## config.mk

```make
export PLATFORM = sky130hd
export DESIGN_NAME = proc_control_unit
export DESIGN_NICKNAME = d
export VERILOG_FILES = /design/src/rtl/proc_control_unit.sv
export SDC_FILE = /design/constraint.sdc
export NUM_CORES = 1
export LEC_CHECK = 0
export CAP_MARGIN = 20
export CORE_UTILIZATION = 36
export CTS_CLUSTER_DIAMETER = 50
export DETAILED_ROUTE_END_ITERATION = 8
export PLACE_DENSITY = 0.85
export SKIP_CTS_REPAIR_TIMING = 1
export SLEW_MARGIN = 20
export SYNTH_ARGS = -nofsm -noshare
export SYNTH_HDL_FRONTEND = slang
export SYNTH_SLANG_ARGS = --single-unit
export TNS_END_PERCENT = 100
```

## constraint.sdc

```tcl
create_clock -name Clock -period 1.58 [get_ports Clock]
set_input_delay 0.237 -clock Clock [delete_from_list [all_inputs] [get_ports Clock]]
set_output_delay 0.237 -clock Clock [all_outputs]
set_load 0.02 [all_outputs]
```

## src/rtl/proc_control_unit.sv

```systemverilog
// proc_control_unit
//   Control FSM for the 9-bit register-array datapath. It fetches an instruction
//   word III_XXX_YYY from DIN into IR. It then sequences mv, mvi, add and sub
//   over 2-4 cycles (T0..T3). It does this by driving one-hot bus selects,
//   register load enables and the AddSub control.
//
//   Build option: define CTRL_MVNZ_EN to enable opcode 100 = mvnz Rx,Ry, which
//   moves Ry into Rx only when G_nz=1. Without the macro, opcode 100 is a NOP
//   and G_nz is ignored.
//
// Ports
//   Clock          rising-edge clock
//   rst            asynchronous active-low reset (forces T0, IR = 0)
//   Run            start request, sampled only in T0
//   DIN[8:0]       instruction word in T0; immediate operand in T1 of mvi
//   G_nz           datapath G register is non-zero (mvnz only)
//   R0out..R7out   bus select: Rn drives Bus
//   Gout, DINout   bus select: G / DIN drives Bus
//   R0in..R7in     load enable: Rn <= Bus
//   Ain, Gin       load enable: A <= Bus, G <= A +/- Bus
//   AddSub         0 = add, 1 = subtract
//   Done           high during the final cycle of an instruction
module proc_control_unit #(
  parameter int DATA_W = 9
) (
  input  logic              Clock,
  input  logic              rst,
  input  logic              Run,
  input  logic [DATA_W-1:0] DIN,
  input  logic              G_nz,
  output logic              R0out,
  output logic              R1out,
  output logic              R2out,
  output logic              R3out,
  output logic              R4out,
  output logic              R5out,
  output logic              R6out,
  output logic              R7out,
  output logic              Gout,
  output logic              DINout,
  output logic              R0in,
  output logic              R1in,
  output logic              R2in,
  output logic              R3in,
  output logic              R4in,
  output logic              R5in,
  output logic              R6in,
  output logic              R7in,
  output logic              Ain,
  output logic              Gin,
  output logic              AddSub,
  output logic              Done
);

  typedef enum logic [1:0] {T0, T1, T2, T3} state_t;

  localparam logic [2:0] OP_MV   = 3'b000;
  localparam logic [2:0] OP_MVI  = 3'b001;
  localparam logic [2:0] OP_ADD  = 3'b010;
  localparam logic [2:0] OP_SUB  = 3'b011;
`ifdef CTRL_MVNZ_EN
  localparam logic [2:0] OP_MVNZ = 3'b100;
`endif

  state_t            state, state_nxt;
  logic [DATA_W-1:0] ir;
  logic [2:0]        op, rx, ry;

  logic [7:0] r_out, r_in;
  logic       g_out, din_out, a_in, g_in, add_sub, done;

  assign op = ir[8:6];
  assign rx = ir[5:3];
  assign ry = ir[2:0];

`ifndef CTRL_MVNZ_EN
  logic unused_g_nz;
  assign unused_g_nz = G_nz;
`endif

  always_ff @(posedge Clock or negedge rst) begin
    if (!rst) begin
      state <= T0;
      ir    <= '0;
    end else begin
      state <= state_nxt;
      if (state == T0 && Run)
        ir <= DIN;
    end
  end

  always_comb begin
    state_nxt = state;
    r_out     = '0;
    r_in      = '0;
    g_out     = 1'b0;
    din_out   = 1'b0;
    a_in      = 1'b0;
    g_in      = 1'b0;
    add_sub   = 1'b0;
    done      = 1'b0;
    case (state)
      T0: begin
        if (Run)
          state_nxt = T1;
      end
      T1: begin
        state_nxt = T0;
        case (op)
          OP_MV: begin
            r_out[ry] = 1'b1;
            r_in[rx]  = 1'b1;
            done      = 1'b1;
          end
          OP_MVI: begin
            din_out  = 1'b1;
            r_in[rx] = 1'b1;
            done     = 1'b1;
          end
          OP_ADD, OP_SUB: begin
            r_out[rx] = 1'b1;
            a_in      = 1'b1;
            state_nxt = T2;
          end
`ifdef CTRL_MVNZ_EN
          OP_MVNZ: begin
            done = 1'b1;
            if (G_nz) begin
              r_out[ry] = 1'b1;
              r_in[rx]  = 1'b1;
            end
          end
`endif
          default: done = 1'b1;
        endcase
      end
      T2: begin
        r_out[ry] = 1'b1;
        g_in      = 1'b1;
        add_sub   = (op == OP_SUB);
        state_nxt = T3;
      end
      T3: begin
        g_out     = 1'b1;
        r_in[rx]  = 1'b1;
        done      = 1'b1;
        state_nxt = T0;
      end
      default: state_nxt = T0;
    endcase
  end

  assign {R7out, R6out, R5out, R4out, R3out, R2out, R1out, R0out} = r_out;
  assign {R7in, R6in, R5in, R4in, R3in, R2in, R1in, R0in}         = r_in;
  assign Gout   = g_out;
  assign DINout = din_out;
  assign Ain    = a_in;
  assign Gin    = g_in;
  assign AddSub = add_sub;
  assign Done   = done;

endmodule

```

==> results of run 1 <==
[worst paths after layout]
path                                      to  depth (start not counted)
max                                    R7out                          7
min                        ir[0]$_DFFE_PN0P_                          1
max reg2reg                         register                          5
min reg2reg                ir[0]$_DFFE_PN0P_                          1
max in group asynchronous  ir[7]$_DFFE_PN0P_                          1
min in group Clock         ir[0]$_DFFE_PN0P_                          1
[metrics by stage]
stage	instance area, sq um	power (W)
4_1_cts	1390	0.00256
6_report	1440	0.00273
3_5_place_dp	1360	0.00233
5_1_grt	1440	0.00288
2_1_floorplan	851	0.00154
3_3_place_gp	1360	0.00224
[cell usage after synthesis, types with 2 or more instances]
cell      count  share of area
o32ai_1       2          0.024
o211ai_1      2          0.020
mux2_2        9           0.14
o21ai_0       2          0.014
nor3_1        3          0.020
nand2b_1      3          0.026
o21bai_1      2          0.020
inv_1         5          0.026
nor2_1        6          0.031
ha_1          5          0.085
o22ai_1       5          0.043
dfrtp_1      11           0.37
nand2_1       4          0.020
[flip-flops by register name (all words and copies together) (netlist names), named ones only]
name	cells
ir	9
state	1
[where the power goes]
group,total [W],internal [W],switching [W]
sequential,0.000590,0.000430,0.000160
clock,0.000203,0.0000980,0.000105
combinational,0.00194,0.000999,0.000936
[per-layer routing]
| layer | vias up | GRT usage | routed length (um) |
|---|---|---|---|
| met4 | 0 | 0.120 | 56 |
| met3 | 8 | 0.0385 | 103 |
| met5 | - | 0 | 0 |
| met1 | 387 | 0.244 | 909 |
| met2 | 30 | 0.456 | 1420 |
| li1 | 399 | - | - |
[cells by family after synthesis]
| logic type | Yosys count | synth area share |
|---|---|---|
| adders and majority gates | 5 | 0.0850 |
| muxes | 9 | 0.138 |
| buffers and inverters | 5 | 0.0255 |
| and+or+nand+nor | 27 | 0.223 |
| AOI/OAI and AO/OA | 16 | 0.155 |
| DFF | 11 | 0.374 |
[final cells by class]
cell class	instances	share of cell area
tap	25	0.0217
inverter	5	0.0130
multi-input combinational	57	0.409
clock buffer	4	0.0182
sequential	11	0.193
timing repair buffer	59	0.346
==> impl_results.rst, run 1 <==
.. list-table::
   :header-rows: 1

   * - Metric
     - Value
   * - CTS tree
     - built
   * - Fraction of final layout cells with drive strength greater than 1
     - 0.632
   * - Worst-skew pair later-pin latency
     - 280 ps
   * - Number of standard-cell rows in the floorplan
     - 15
   * - Remaining DRCs
     - 0
   * - Number of flops mapped to enable cells by yosys
     - 0
   * - Outcome
     - finished with violations
   * - Antenna violations before repair
     - 0
   * - Fraction of synthesis flops using an asynchronous set or reset pin
     - 1.00
   * - Number of violations reported at the end of detailed-routing iteration 0
     - 14
   * - Worst-case clock skew
     - 0.892 ps
   * - TNS Setup
     - -6790 ps
   * - Number of distinct library cell variants in the gate-level netlist after synthesis
     - 27
   * - Multi-input logic area
     - 589 sq um
   * - Final min period
     - 2120 ps
   * - Area of the mapped netlist
     - 736 sq um
   * - Clock tree root driver cell
     - clkbuf_4
   * - Highest cell delay on the worst timing path
     - 400 ps
   * - Via count of the first global-routing pass
     - 829
   * - Fin crit share
     - 1.34
   * - Clock-pin slew on the worst setup and hold paths
     - 70 ps
   * - Layout Utilization
     - 0.792
   * - Register area
     - 278 sq um
   * - Final setup violation count
     - 21
   * - Most common cell after layout, fill and taps aside
     - buf_4
   * - Post-layout worst setup margin
     - -538 ps
   * - Lkg Pwr
     - 0.659 nW
   * - Most frequent cells in the layout
     - 31 x buf_4, 11 x clkdlybuf4s50_1, 9 x mux2_2, 9 x dfrtp_1, 9 x buf_6
   * - Floorplan die area
     - 2230 sq um
   * - Post-synthesis cell count
     - 73
   * - Io pins
     - 35
   * - Worst Hold Slack
     - 301 ps
   * - CTS H-Tree Depth
     - 1
   * - Crit path max fanout
     - 5
   * - GRT overflow
     - 0
   * - Sequential area share after synthesis
     - 0.374
   * - Diodes inserted
     - 0
   * - Drt pass-1 iters
     - 4
   * - Final Net Count
     - 155
   * - Non-filler cells in the finished layout
     - 161
   * - Setup repair after global routing missed its margin
     - true
   * - Startpoint-to-endpoint class of the critical path
     - reg -> out
   * - Global-route total usage across every layer
     - 0.237
   * - Wire length of the first global-routing pass
     - 3520 um
   * - Synthesis Warnings
     - 0
   * - Commonest register cell after synthesis
     - dfrtp_1
   * - R2r setup slk
     - 160 ps
   * - Power density over the cells
     - 1890 nW/um^2
   * - Synthesis-stage register bit count
     - 11
   * - Initial core utilization
     - 0.404
   * - Max Freq
     - 472 MHz
   * - Cell count after placement
     - 151
   * - Number of buffers added by the clock tree synthesis step
     - 3
   * - Overall routed net length
     - 2490 um
   * - WL per Instance
     - 15.5 um
   * - Violated checks
     - negative setup slack
   * - Crit path buffers/inverters
     - 3
   * - Fill cell instance count of the final layout
     - 114
   * - Die height
     - 47.2 um
   * - Post-DP HPWL
     - 1820 um
   * - Arrival time at the worst endpoint
     - 1880 ps
   * - Startpoint type of the worst setup path
     - register
   * - Number of vias after detailed routing
     - 824
   * - Critical R2R Launch
     - ir[8]$_DFFE_PN0P_
   * - Number of nets in the synthesized netlist
     - 91
   * - Final ANT Viol Nets
     - 0
   * - Fin. max-slew vios
     - 0
   * - Actual slew at the worst max-slew pin
     - 523 ps
   * - Family of cells with the greatest summed delay on the critical path
     - buffers and inverters
   * - Width of the chip
     - 47.2 um
   * - CTS Buffer Depth
     - 2
   * - RD Place Congestion
     - 0.822
   * - Input/output buffers
     - 33
   * - Max VDD drop
     - 1.21 mV
   * - Cell chain of the critical path
     - inv_2 -> ha_4 -> nor4b_4 -> o211ai_1 -> buf_4 -> o22ai_4 -> buf_6
   * - Detailed-route vias per instance
     - 5.12
   * - CP max-delay cell
     - dfrtp_1
   * - Core area
     - 1820 sq um
   * - Critical Path Sink Type
     - output port
   * - Clock sink total
     - 11
   * - Worst min-delay path category
     - in -> async
   * - Average size of a mapped cell
     - 10.1 sq um
   * - Max cap viols
     - 0
   * - Maximum number of pins on one net before global-route repair
     - 12
   * - Critical path data required time
     - 1340 ps
   * - Post-placement setup slack
     - -608 ps
   * - Relative slew slack
     - 0.650
   * - Final number of hold-violating endpoints
     - 0
   * - Area Overhead vs Synth
     - 96.1%
Note: power is estimated with default switching activity, not from simulation.
==> run 2, diff against run 1 <==
--- a/config.mk
+++ b/config.mk
@@ -11,7 +11,6 @@
 export DETAILED_ROUTE_END_ITERATION = 8
 export PLACE_DENSITY = 0.85
 export SKIP_CTS_REPAIR_TIMING = 1
-export SLEW_MARGIN = 20
 export SYNTH_ARGS = -nofsm -noshare
 export SYNTH_HDL_FRONTEND = slang
 export SYNTH_SLANG_ARGS = --single-unit
==> results of run 2 <==
Final layout, timing and power as in run 1 (identical DEF).
==> run 3, diff against run 2 <==
--- a/config.mk
+++ b/config.mk
@@ -11,6 +11,7 @@
 export DETAILED_ROUTE_END_ITERATION = 8
 export PLACE_DENSITY = 0.85
 export SKIP_CTS_REPAIR_TIMING = 1
+export SLEW_MARGIN = 20
 export SYNTH_ARGS = -nofsm -noshare
 export SYNTH_HDL_FRONTEND = slang
 export SYNTH_SLANG_ARGS = --single-unit
==> results of run 3 <==
Final layout, timing and power as in run 1 (identical DEF).
